## config.mk

```make
export PLATFORM = sky130hd
export DESIGN_NAME = sum_nibble_reader_flat
export DESIGN_NICKNAME = d
export VERILOG_FILES = /design/src/rtl/sum_nibble_reader_pkg.sv /design/src/rtl/sum_nibble_reader_if.sv /design/src/rtl/sum_nibble_reader_pb_debounce.sv /design/src/rtl/sum_nibble_reader.sv /design/src/flat_wrapper.sv
export SDC_FILE = /design/constraint.sdc
export NUM_CORES = 1
export LEC_CHECK = 0
export ABC_CLOCK_PERIOD_IN_PS = 2200
export CELL_PAD_IN_SITES_DETAIL_PLACEMENT = 1
export CELL_PAD_IN_SITES_GLOBAL_PLACEMENT = 1
export CORE_UTILIZATION = 47
export DETAILED_ROUTE_END_ITERATION = 10
export PLACE_DENSITY = 0.86
export SKIP_CTS_REPAIR_TIMING = 1
export SYNTH_ARGS = -nofsm -noshare
export SYNTH_HDL_FRONTEND = slang
export SYNTH_SLANG_ARGS = --single-unit
```

## constraint.sdc

```tcl
create_clock -name clk -period 2.2 [get_ports clk]
set_input_delay 0.44 -clock clk [delete_from_list [all_inputs] [get_ports clk]]
set_output_delay 0.44 -clock clk [all_outputs]
set_load 0.02 [all_outputs]
```

## src/rtl/sum_nibble_reader_pkg.sv

```systemverilog
// rtl/sum_nibble_reader_pkg.sv - shared state encoding and build defaults for the nibble reader
package sum_nibble_reader_pkg;

    typedef enum logic [1:0] {
        IDLE    = 2'd0,
        SHOW_LO = 2'd1,
        SHOW_HI = 2'd2
    } state_t;

    localparam int DB_CYCLES_DEFAULT = 4;
    localparam int CW_DEFAULT        = 20;

endpackage

```

## src/rtl/sum_nibble_reader_if.sv

```systemverilog
// rtl/sum_nibble_reader_if.sv - adder, button and LED signal bundle for the nibble reader
interface sum_nibble_reader_if;

    logic [6:0] z;
    logic       carry;
    logic       pb_capture;
    logic       pb_next;
    logic [3:0] led;
    logic       hi_sel;
    logic       valid;

    modport master (
        output z, carry, pb_capture, pb_next,
        input  led, hi_sel, valid
    );

    modport slave (
        input  z, carry, pb_capture, pb_next,
        output led, hi_sel, valid
    );

endinterface

```

## src/rtl/sum_nibble_reader_pb_debounce.sv

```systemverilog
// rtl/sum_nibble_reader_pb_debounce.sv - pushbutton synchronizer, debouncer and press-pulse generator
module pb_debounce #(
    parameter int DB_CYCLES = 4,
    parameter int CW        = 20
) (
    input  logic clk,
    input  logic rst_n,
    input  logic pb_raw,
    output logic pb_level,
    output logic pb_pulse
);

    logic          sync_0;
    logic          sync_1;
    logic          deb;
    logic          deb_q;
    logic [CW-1:0] cnt;

    always_ff @(posedge clk or negedge rst_n) begin
        if (!rst_n) begin
            sync_0 <= 1'b0;
            sync_1 <= 1'b0;
            deb    <= 1'b0;
            deb_q  <= 1'b0;
            cnt    <= '0;
        end else begin
            sync_0 <= pb_raw;
            sync_1 <= sync_0;
            deb_q  <= deb;
            // Any edge that agrees with the debounced level restarts the stability count
            if (sync_1 == deb) begin
                cnt <= '0;
            end else if (cnt == CW'(DB_CYCLES - 1)) begin
                deb <= sync_1;
                cnt <= '0;
            end else begin
                cnt <= cnt + 1'b1;
            end
        end
    end

    assign pb_level = deb;
    assign pb_pulse = deb & ~deb_q;

endmodule

```

## src/rtl/sum_nibble_reader.sv

```systemverilog
// rtl/sum_nibble_reader.sv - snapshots the adder result and steps it out a nibble at a time on LEDs
module sum_nibble_reader
    import sum_nibble_reader_pkg::*;
#(
    parameter int DB_CYCLES = DB_CYCLES_DEFAULT,
    parameter int CW        = CW_DEFAULT
) (
    input  logic                 clk,
    input  logic                 rst_n,
    sum_nibble_reader_if.slave   bus
);

    logic       cap_pulse;
    logic       nxt_pulse;
    state_t     state, state_n;
    logic [7:0] snap, snap_n;
    logic [3:0] led_r, led_n;
    logic       hi_r, hi_n;
    logic       valid_r, valid_n;

    pb_debounce #(.DB_CYCLES(DB_CYCLES), .CW(CW)) u_db_capture (
        .clk      (clk),
        .rst_n    (rst_n),
        .pb_raw   (bus.pb_capture),
        .pb_level (),
        .pb_pulse (cap_pulse)
    );

    pb_debounce #(.DB_CYCLES(DB_CYCLES), .CW(CW)) u_db_next (
        .clk      (clk),
        .rst_n    (rst_n),
        .pb_raw   (bus.pb_next),
        .pb_level (),
        .pb_pulse (nxt_pulse)
    );

    always_ff @(posedge clk or negedge rst_n) begin
        if (!rst_n) begin
            state   <= IDLE;
            snap    <= 8'h00;
            led_r   <= 4'h0;
            hi_r    <= 1'b0;
            valid_r <= 1'b0;
        end else begin
            state   <= state_n;
            snap    <= snap_n;
            led_r   <= led_n;
            hi_r    <= hi_n;
            valid_r <= valid_n;
        end
    end

    // Outputs are decoded from the next state so they land in flops on the same edge as the state
    always_comb begin
        state_n = state;
        snap_n  = snap;
        led_n   = 4'h0;
        hi_n    = 1'b0;
        valid_n = 1'b0;

        if (cap_pulse) begin
            snap_n  = {bus.carry, bus.z};
            state_n = SHOW_LO;
        end else if (nxt_pulse) begin
            case (state)
                SHOW_LO: state_n = SHOW_HI;
                SHOW_HI: state_n = SHOW_LO;
                default: state_n = state;
            endcase
        end

        case (state_n)
            SHOW_LO: begin
                led_n   = snap_n[3:0];
                valid_n = 1'b1;
            end
            SHOW_HI: begin
                led_n   = snap_n[7:4];
                hi_n    = 1'b1;
                valid_n = 1'b1;
            end
            default: begin
                led_n   = 4'h0;
            end
        endcase
    end

    assign bus.led    = led_r;
    assign bus.hi_sel = hi_r;
    assign bus.valid  = valid_r;

endmodule

```

## src/flat_wrapper.sv

```systemverilog
// flat-port wrapper written by rule: the top's interface ports become plain ports
module sum_nibble_reader_flat import sum_nibble_reader_pkg::*;
#(
    parameter int DB_CYCLES = DB_CYCLES_DEFAULT,
    parameter int CW        = CW_DEFAULT
)
  (clk, rst_n, bus_z, bus_carry, bus_pb_capture, bus_pb_next, bus_led, bus_hi_sel, bus_valid);
  sum_nibble_reader_if bus_i ();
  input  logic clk;
  input  logic rst_n;
  input wire logic [$bits(bus_i.z)-1:0] bus_z;
  input wire logic [$bits(bus_i.carry)-1:0] bus_carry;
  input wire logic [$bits(bus_i.pb_capture)-1:0] bus_pb_capture;
  input wire logic [$bits(bus_i.pb_next)-1:0] bus_pb_next;
  output wire logic [$bits(bus_i.led)-1:0] bus_led;
  output wire logic [$bits(bus_i.hi_sel)-1:0] bus_hi_sel;
  output wire logic [$bits(bus_i.valid)-1:0] bus_valid;
  assign bus_i.z = bus_z;
  assign bus_i.carry = bus_carry;
  assign bus_i.pb_capture = bus_pb_capture;
  assign bus_i.pb_next = bus_pb_next;
  assign bus_led = bus_i.led;
  assign bus_hi_sel = bus_i.hi_sel;
  assign bus_valid = bus_i.valid;
  sum_nibble_reader #(.DB_CYCLES(DB_CYCLES), .CW(CW)) u_core (.clk(clk), .rst_n(rst_n), .bus(bus_i));
endmodule
```

==> impl_metrics.ini <==
[routing]
detailedRoute.firstPassIterationCount = 4
antenna_left = 0
route.detailed.wl_per_inst_um = 16.8
routed_via_density = 5.60
drt-total-wl_mm = 6.27
drt_drc_violations_left = 0
iteration_0_drc_markers = 97
total_vias_in_the_final_route = 2082

[logic_synthesis]
post_synth_xor_area_fraction = 0.0944
synthCells = 270
post_synth_num_cell_types = 36
synth-compound-area-share = 0.0451
yosysTopAreaCell = sky130_fd_sc_hd__dfrtp_1
postSynthRegisterBits = 64
synth_area_um2 = 2970
ys.flop_type = sky130_fd_sc_hd__dfrtp_1
synth_top_family_by_area = simple AND/OR/NAND/NOR gates
ys_warn_count = 0
postSynthAreaPerCell_um2 = 11.0
netlist.area_leader.share = 0.539
syn_nets = 288
ys_top_cells_by_area = sky130_fd_sc_hd__dfrtp_1 54%, sky130_fd_sc_hd__xnor2_1 6.5%, sky130_fd_sc_hd__nor2_1 5.6%
synth_adder_area_share = 0.0253
async_reset_ff_frac = 1.00
synth_mux_area_frac = 0.0447
synth.yosys.seq_area_share = 0.539
synth_simple_gate_area_share = 0.215
number_of_enable_flip_flop_cells_after_synthesis = 0

[job]
max_cap_viol_count = 0

[clocking]
tritoncts = done
clk_path_buf_depth = 2
clockRootBuffer = sky130_fd_sc_hd__clkbuf_8
cts.reportedPaths.clkPinSlew_ps = 70
htree_num_levels = 3
clkSinkCount = 64
clock_insertion_delay_worst_skew_ps = 350
numCtsBuffers = 9

[global_routing]
grt-ovfl-total = 0
grt.met3_usage = 0.0356
globalRoute.busiestLayer = met2
grt_pass1_vias = 2147
use_met1 = 0.267
first_pass_grt_wire_length_mm = 10.3
grt_start_max_net_pins = 65
global_route.usage.met2 = 0.347
antenna_found_initial = 0
grtUsageTotal = 0.212

[pwr]
pwr-share-clk = 0.263
comb_power_share = 0.286
sequential_share_of_power = 0.451
p_int_mw = 2.21
p_sw_mw = 1.18
power_switching_share = 0.348
static-leakage-power_nw = 1.46
cellPowerDensity_nw_per_um2 = 1000
ir_drop_mv = 0.694
fin_total_pwr_mw = 3.39

[cells_and_area]
fin_area_um2 = 3380
filler_cell_count = 650
fin_util = 0.565
n_antenna_cell = 0
layout_common_cells = 64 x sky130_fd_sc_hd__dfrtp_1, 44 x sky130_fd_sc_hd__nor2_1, 22 x sky130_fd_sc_hd__xnor2_1
syn2layout_area_growth_pct = 13.9
stdcell_count = 372
finalNetCount = 310
mostFrequentLayoutCell = sky130_fd_sc_hd__dfrtp_1
drive_gt1_frac = 0.145

[worst_setup_path]
timing.critical_path.slowest_stage_cell = sky130_fd_sc_hd__o21ai_4
reg2reg_from = u_core.u_db_next.cnt[16]
critical_path_peak_fanout = 19
endpoint_kind = flop
startpoint_type = flop
number_of_cells_on_the_worst_reg_to_reg_path = 4
worstPathCellList = nor4_1 -> nand4_1 -> o21ai_4 -> nor2_1
regToRegEndpoint = u_core.u_db_next.cnt[12]
crit_arrival_ps = 2050
critical_path_required_ps = 2410
setup.worst_path.class = reg -> reg
r2r_slack_ps = 360
critical-path-max-stage-delay_ps = 480

[placed_design]
placed_cell_area_um2 = 3210
post-place-ws_ps = 375
dpl.hpwl_mm = 4.25
gp_routability_congestion = 0.823
placedCellCount = 356
port_buffers = 17

[timing]
fin_hold_ws_ps = 84.6
setup_viol = 0
worst_clock_skew_ps = 10.9
final_max_slew_viol_count = 0
rsz0062_at_grt = false
slew_headroom = 0.670
fmaxAchievable_mhz = 542
min_period_over_period = 0.838
fin_setup_tns_ps = 0
worst-slew-pin-transition_ps = 494
report.final.hold_viol_count = 0
worst_slack_ps = 356
post-route-min-period_ps = 1840

[floorplan]
coreArea_um2 = 5990
x_dimension_of_the_die_um = 81.5
die_h_um = 81.5
initial_core_utilization = 0.496
core.rowCount = 28
design.die.area_um2 = 6640
floorplan.io_pins = 18

[min_path]
holdCritPathClass = in -> async

[status]
outcome = finished, final reports clean
power by group through the flow:
stage,combinational [mW],sequential [mW],clock [mW]
finish,0.970,1.53,0.894
global route,1.08,1.56,0.977
CTS,0.988,1.53,0.918
detailed placement,0.975,1.55,0
global placement,0.931,1.53,0
floorplan,0.664,1.54,0
cell usage after synthesis (all sizes together), types with 2 or more instances:
cell type / count
nor3: 7
mux2i: 2
and4: 2
mux2: 10
o21ai: 2
nand4: 18
a21o: 2
xnor2: 22
a21oi: 5
nor4: 14
inv: 15
or4: 2
nor2: 45
a22oi: 4
xor2: 10
a31o: 4
ha: 6
nand3: 8
nand2: 7
buf: 5
dfrtp: 64
nor3b: 2
clkbuf: 4
and3: 3
nor2b: 3
how the worst max path moves through the flow:
stage / slack [ps] / cells after the start / startpoint / endpoint
2_1_floorplan: 650 / 7 / u_core.u_db_next.pb_level / u_core.bus.led[3]
6_report: 360 / 4 / u_core.u_db_next.cnt[16] / u_core.u_db_next.cnt[12]
3_3_place_gp: 500 / 3 / u_core.u_db_next.cnt[15] / u_core.u_db_next.cnt[14]
5_1_grt: 220 / 4 / u_core.u_db_next.cnt[16] / u_core.u_db_next.cnt[12]
4_1_cts: 360 / 4 / u_core.u_db_next.cnt[16] / u_core.u_db_next.cnt[12]
3_5_place_dp: 370 / 4 / u_core.u_db_next.cnt[16] / u_core.u_db_next.cnt[7]
registers in the layout (all words and copies together), names as in the netlist, 2 cells and up:
name,cells
u_core.u_db_capture.cnt,20
u_core.u_db_next.cnt,20
u_core.snap,8
u_core.bus.led,4
u_core.state,2
cells by family after synthesis:
| kind of cell | Yosys count |
|---|---|
| muxes | 12 |
| AOI/OAI and AO/OA | 18 |
| DFF | 64 |
| and+or+nand+nor | 114 |
| xor gates and xnor gates | 32 |
| adders and majority gates | 6 |
| buffers and inverters | 24 |
worst max-delay path, delay by kind of cell (launching register included):
family | cells | cell delay [ps]
compound gates | 1 | 480
flops | 1 | 420
simple gates | 3 | 800
final cells by class:
class / count / area [um2] / area share
Inverter: 15 / 56.3 / 0.0166
Clock buffer: 9 / 124 / 0.0366
Sequential cell: 64 / 1600 / 0.473
Timing Repair Buffer: 20 / 200 / 0.0592
Multi-Input combinational cell: 182 / 1260 / 0.372
Clock inverter: 7 / 47.5 / 0.0141
Tap cell: 75 / 93.8 / 0.0277
per-layer routing:
| layer | vias to the layer above | wire (um) |
|---|---|---|
| met5 | - | 0 |
| met4 | 0 | 172 |
| met3 | 15 | 112 |
| met2 | 20 | 3140 |
| met1 | 1068 | 2850 |
| li1 | 979 | - |
No activity file was read; power rests on OpenSTA's default activity.
